==> src/rtl/uart_up_master.sv <==
// Byte-stream command decoder that drives up-bus read/write requests and returns response bytes.
// One transaction at a time; req asserts one cycle after the last frame byte, response follows the ack.
module uart_up_master #(
  parameter int         TIMEOUT  = 1024,
  parameter logic [7:0] ACK_BYTE = 8'hA5,
  parameter logic [7:0] ERR_BYTE = 8'hEE
) (
  input  logic        clk,
  input  logic        rstn,
  input  logic [7:0]  s_axis_tdata,
  input  logic        s_axis_tvalid,
  output logic        s_axis_tready,
  output logic [7:0]  m_axis_tdata,
  output logic        m_axis_tvalid,
  input  logic        m_axis_tready,
  output logic        up_rreq,
  input  logic        up_rack,
  output logic [13:0] up_raddr,
  input  logic [31:0] up_rdata,
  output logic        up_wreq,
  input  logic        up_wack,
  output logic [13:0] up_waddr,
  output logic [31:0] up_wdata
);

  localparam int            TW        = (TIMEOUT > 2) ? $clog2(TIMEOUT) : 1;
  localparam logic [TW-1:0] TOUT_LAST = TW'(TIMEOUT - 1);

  typedef enum logic [2:0] {S_IDLE, S_ADDR, S_DATA, S_REQ, S_RESP} state_t;

  state_t        state_q, state_d;
  logic [1:0]    cnt_q, cnt_d;
  logic          is_wr_q, is_wr_d;
  logic [13:0]   addr_q, addr_d;
  logic [31:0]   wdata_q, wdata_d;
  logic          rreq_q, rreq_d;
  logic          wreq_q, wreq_d;
  logic [TW-1:0] tout_q, tout_d;
  logic [31:0]   resp_q, resp_d;
  logic [2:0]    rcnt_q, rcnt_d;
  logic          tvalid_q, tvalid_d;
  logic          tready_q, tready_d;
  logic          s_acc, m_acc;

  assign s_acc = s_axis_tvalid && tready_q;
  assign m_acc = tvalid_q && m_axis_tready;

  always_comb begin
    state_d  = state_q;
    cnt_d    = cnt_q;
    is_wr_d  = is_wr_q;
    addr_d   = addr_q;
    wdata_d  = wdata_q;
    rreq_d   = rreq_q;
    wreq_d   = wreq_q;
    tout_d   = tout_q;
    resp_d   = resp_q;
    rcnt_d   = rcnt_q;
    tvalid_d = tvalid_q;
    case (state_q)
      S_IDLE: begin
        if (s_acc) begin
          if (s_axis_tdata == 8'h01 || s_axis_tdata == 8'h02) begin
            is_wr_d = (s_axis_tdata == 8'h01);
            addr_d  = '0;
            wdata_d = '0;
            cnt_d   = '0;
            state_d = S_ADDR;
          end else begin
            resp_d   = {ERR_BYTE, 24'h0};
            rcnt_d   = 3'd1;
            tvalid_d = 1'b1;
            state_d  = S_RESP;
          end
        end
      end
      S_ADDR: begin
        if (s_acc) begin
          // Shifting through 14 bits drops the top two bits of the first address byte.
          addr_d = {addr_q[5:0], s_axis_tdata};
          cnt_d  = cnt_q + 2'd1;
          if (cnt_q == 2'd1) begin
            cnt_d = '0;
            if (is_wr_q) begin
              state_d = S_DATA;
            end else begin
              rreq_d  = 1'b1;
              tout_d  = '0;
              state_d = S_REQ;
            end
          end
        end
      end
      S_DATA: begin
        if (s_acc) begin
          wdata_d = {wdata_q[23:0], s_axis_tdata};
          cnt_d   = cnt_q + 2'd1;
          if (cnt_q == 2'd3) begin
            wreq_d  = 1'b1;
            tout_d  = '0;
            state_d = S_REQ;
          end
        end
      end
      S_REQ: begin
        // An ack arriving on the timeout edge still completes normally.
        if (wreq_q && up_wack) begin
          wreq_d   = 1'b0;
          resp_d   = {ACK_BYTE, 24'h0};
          rcnt_d   = 3'd1;
          tvalid_d = 1'b1;
          state_d  = S_RESP;
        end else if (rreq_q && up_rack) begin
          rreq_d   = 1'b0;
          resp_d   = up_rdata;
          rcnt_d   = 3'd4;
          tvalid_d = 1'b1;
          state_d  = S_RESP;
        end else if (tout_q == TOUT_LAST) begin
          wreq_d   = 1'b0;
          rreq_d   = 1'b0;
          resp_d   = {ERR_BYTE, 24'h0};
          rcnt_d   = 3'd1;
          tvalid_d = 1'b1;
          state_d  = S_RESP;
        end else begin
          tout_d = tout_q + 1'b1;
        end
      end
      S_RESP: begin
        if (m_acc) begin
          if (rcnt_q == 3'd1) begin
            tvalid_d = 1'b0;
            resp_d   = '0;
            rcnt_d   = '0;
            state_d  = S_IDLE;
          end else begin
            resp_d = {resp_q[23:0], 8'h00};
            rcnt_d = rcnt_q - 3'd1;
          end
        end
      end
      default: state_d = S_IDLE;
    endcase
    tready_d = (state_d == S_IDLE) || (state_d == S_ADDR) || (state_d == S_DATA);
  end

  always_ff @(posedge clk) begin
    if (!rstn) begin
      state_q  <= S_IDLE;
      cnt_q    <= '0;
      is_wr_q  <= 1'b0;
      addr_q   <= '0;
      wdata_q  <= '0;
      rreq_q   <= 1'b0;
      wreq_q   <= 1'b0;
      tout_q   <= '0;
      resp_q   <= '0;
      rcnt_q   <= '0;
      tvalid_q <= 1'b0;
      tready_q <= 1'b0;
    end else begin
      state_q  <= state_d;
      cnt_q    <= cnt_d;
      is_wr_q  <= is_wr_d;
      addr_q   <= addr_d;
      wdata_q  <= wdata_d;
      rreq_q   <= rreq_d;
      wreq_q   <= wreq_d;
      tout_q   <= tout_d;
      resp_q   <= resp_d;
      rcnt_q   <= rcnt_d;
      tvalid_q <= tvalid_d;
      tready_q <= tready_d;
    end
  end

  assign s_axis_tready = tready_q;
  assign m_axis_tvalid = tvalid_q;
  assign m_axis_tdata  = resp_q[31:24];
  assign up_rreq       = rreq_q;
  assign up_wreq       = wreq_q;
  assign up_raddr      = addr_q;
  assign up_waddr      = addr_q;
  assign up_wdata      = wdata_q;

endmodule

==> config.mk <==
export PLATFORM = sky130hd
export DESIGN_NAME = uart_up_master
export DESIGN_NICKNAME = d
export VERILOG_FILES = /design/src/rtl/uart_up_master.sv
export SDC_FILE = /design/constraint.sdc
export NUM_CORES = 1
export LEC_CHECK = 0
export CORE_ASPECT_RATIO = 1.75
export CORE_UTILIZATION = 40
export DETAILED_ROUTE_END_ITERATION = 8
export GPL_TIMING_DRIVEN = 0
export HOLD_SLACK_MARGIN = 0.02
export PLACE_DENSITY = 0.71
export SETUP_SLACK_MARGIN = 0.05
export SLEW_MARGIN = 20
export SYNTH_ARGS = -nofsm -noshare
export SYNTH_HDL_FRONTEND = slang
export SYNTH_SLANG_ARGS = --single-unit
==> constraint.sdc <==
create_clock -name clk -period 2.6 [get_ports clk]
set_clock_uncertainty 0.15 [all_clocks]
set_input_delay 0.26 -clock clk [delete_from_list [all_inputs] [get_ports clk]]
set_output_delay 0.26 -clock clk [all_outputs]
set_load 0.01 [all_outputs]
==> summary.txt <==
Outcome
  – Status: completed

Pwr
  – PD cells: 593 nW/um2
  – Sequential share of power: between 40% and 50%
  – Power Internal: 2.68 mW
  – Static leakage: 2.14 nW
  – Sw Share: 25.7%
  – IR drop worst, VDD: 418 uV
  – Sw power: 926 uW
  – Clock network fraction of total power: 37.2%
  – Comb pwr share: 16.3%

Critical path
  – CP startpoint: s_axis_tdata[5]
  – Worst Path Arrival: about 2.6 ns
  – Crit path capture type: flop
  – CP Class: primary input to flop
  – Worst Setup Start Kind: primary input
  – R2R Path Start: tout_q[0]
  – CP max FO: 10
  – Critical path data required time: between 2 and 3 ns

CTS
  – # clock sinks: 101
  – Clock Tree Root: clkbuf_16
  – H-Tree Depth: 3
  – Worst-path clk slew: 0.07 ns
  – TritonCTS clock tree: built
  – Post-CTS setup buffers: 0
  – CTS max path bufs: 2
  – Cts bufs inserted: 9
  – Clk Latency, worst-skew pair: 0.34 ns

Global route
  – Largest net degree at the start of global routing: 17
  – Global-route wire length before repair: 19.7 mm
  – Vias in the first global route: 4,155
  – Initial antenna violation count: 0
  – GRT Overall Usage: 22.3%
  – Total global routing overflow: 0

Yosys
  – Cell Area, Synth: 4420 um2
  – Cell count after synthesis: 506
  – Syn avg cell area: 8.74 um2
  – Net Count, Synth: 558
  – Yosys cell types: 52
  – Synth Register Bits: 101
  – Yosys warns: 0
  – Register area share after synthesis: between 40% and 50%

Timing
  – Final Hold Fails: 0
  – Slew HR: 58.1%
  – Final setup fails: 0
  – Setup TNS after final layout: 0 ns
  – Worst slew pin tran: 0.627 ns
  – RSZ-0062 raised after global routing: false
  – Minimum clock period: between 2 and 2.5 ns
  – Fmax: ~400 MHz
  – Period utilization: 95.2%
  – Slew Viols, Final: 0

Cells and area
  – Share of layout cells above drive strength 1: 9.92%
  – Layout Area Growth over Synthesis: 37.5%
  – Filler Cell Count: 978
  – Antenna Cells: 0
  – Layout net count: 683
  – Commonest non-fill, non-tap cells in the layout: clkdlybuf4s50_1 (113), dfxtp_1 (101), nor2_1 (89), a22oi_1 (63), clkbuf_1 (25)
  – Commonest non-fill, non-tap cell in the layout: clkdlybuf4s50_1
  – Finished Cell Area: 6080 um2
  – Final core occ: 56.8%

Worst hold path
  – Hold Path Class: primary input to flop
  – Min-delay src: rstn

Place
  – Placed instance area: 5740 um2
  – Buffers added on ports: roughly 120
  – Final HPWL DP: 9.48 mm
  – RePlAce Congestion: 0.846

Detailed routing
  – Pre-antenna DRT Iters: 5
  – 1st-iter DRT viols: 270
  – Drt wl/cell: between 15 and 20 um
  – Drt drc: 0
  – Antenna-violating nets left: 0
  – Drt total wl: 12.6 mm
  – Via density: 5.59
  – Via count: 4,275

Floorplan
  – Die area: 11,500 um2
  – Starting Density: 41.3%
  – Rows: 50
  – Core area: 10,700 um2
  – Die W: 81.5 um
  – IO Count: 118
  – Die H: 141 um

Run
  – Max-Cap Viols: 0
[Yosys cell counts, drive strengths merged]
cell type	count	area, um2
and2	3	18.8
a22oi	64	480
o31ai	1	7.51
nand4b	1	8.76
a31oi	2	12.5
or4	2	15.0
a41oi	2	17.5
nor2	89	334
nand3b	5	37.5
nor3b	2	15.0
clkbuf	32	120
or2	1	6.26
ha	6	75.1
a221oi	8	70.1
a21oi	16	83.8
nor2b	2	12.5
dfxtp	101	2020
inv	10	37.5
mux2i	3	30.0
a211oi	24	180
nand3	16	80.1
and3b	2	17.5
a2111oi	1	8.76
o22ai	3	18.8
o21ai	19	95.1
mux2	2	26.3
nor3	4	25.0
and4b	1	10.0
a41o	2	20.0
o32a	1	10.0
and3	6	37.5
buf	30	218
a21o	1	7.51
and4	2	17.5
nor4	1	6.26
nand2	21	78.8
a21boi	2	15.0
o311a	1	10.0
o2111ai	1	8.76
a21bo	2	20.0
nand4	3	18.8
xnor2	6	52.6
nand2b	3	18.8
o21a	2	15.0
[worst max-delay path: stages]
cell and delay, ns:
clkdlybuf4s50_1 0.52, or4_1 0.47, o311a_1 0.41, o32a_1 0.35, buf_6 0.14, buf_2 0.19
a211oi_1 0.23
[state kept, by name (all words and copies together), names as in the netlist, 2 cells and up]
signal	count
cnt_q	2
tout_q	10
state_q	3
up_raddr	14
rcnt_q	3
up_wdata	32
resp_q	32
[stage by stage]
stage / setup slack [ns] / instances / hold WS, ns / power, mW
after global routing: 0.0596 / 765 / 0.192 / 3.75
after global placement: -0.297 / 752 / 0.300 / 2.27
after CTS: 0.0485 / 766 / 0.160 / 3.62
after detailed placement: -0.329 / 752 / 0.306 / 2.28
after floorplan: 0.354 / 506 / 0.240 / 2.05
final: 0.124 / 765 / 0.164 / 3.60
[cell families (layout without fill, tap and decap cells)]
| kind of cell | Yosys count | after routing | synth area share (%) |
|---|---|---|---|
| xor gates and xnor gates | 6 | 6 | 1.19 |
| AOI/OAI and AO/OA | 152 | 152 | 24.5 |
| adders and majority gates | 6 | 6 | 1.70 |
| DFF | 101 | 101 | 45.7 |
| buffers and inverters | 72 | 201 | 8.49 |
| and+or+nand+nor | 164 | 164 | 17.2 |
| muxes | 5 | 5 | 1.27 |
[layer usage]
layer / GRT usage, % / vias up / wire, um / part of all wire [%]
li1: - / 2059 / - / -
met1: 24.1 / 2016 / 4860 / 38
met2: 39.0 / 161 / 6510 / 52
met3: 3.88 / 39 / 673 / 5.3
met4: 13.3 / 0 / 578 / 4.6
met5: 0 / - / 0 / 0
[power by group through the flow]
| stage | combinational, mW | clock, mW | sequential [mW] |
|---|---|---|---|
| global route | 0.647 | 1.42 | 1.68 |
| CTS | 0.578 | 1.37 | 1.67 |
| global placement | 0.563 | 0 | 1.71 |
| detailed placement | 0.574 | 0 | 1.71 |
| finish | 0.588 | 1.34 | 1.67 |
| floorplan | 0.347 | 0 | 1.70 |
[final timing paths]
path	slack (ns)	endpoint	cells after the start
setup / recovery	0.12	resp_q[12]	7
hold / removal	0.16	resp_q[1]	3
setup reg to reg	0.17	s_axis_tready	6
hold reg to reg	0.31	resp_q[1]	2
[cell type report]
type / instances / area, um2 / share of cell area, %
clock inverters: 5 / 60.1 / 0.988
clock buffers: 10 / 239 / 3.93
repair buffers: 116 / 1170 / 19.2
multi-input cells: 333 / 2050 / 33.8
flip-flops and latches: 101 / 2020 / 33.3
well taps: 130 / 163 / 2.68
plain buffers: 60 / 337 / 5.54
inverters: 10 / 37.5 / 0.617
[repair_timing]
action / CTS / global route
hold buffers: 0 / 0
resized for setup: 4 / 14
setup endpoints to repair: 28 / 41
pin swaps: 0 / 0
Note: power is estimated with default switching activity, not from simulation.
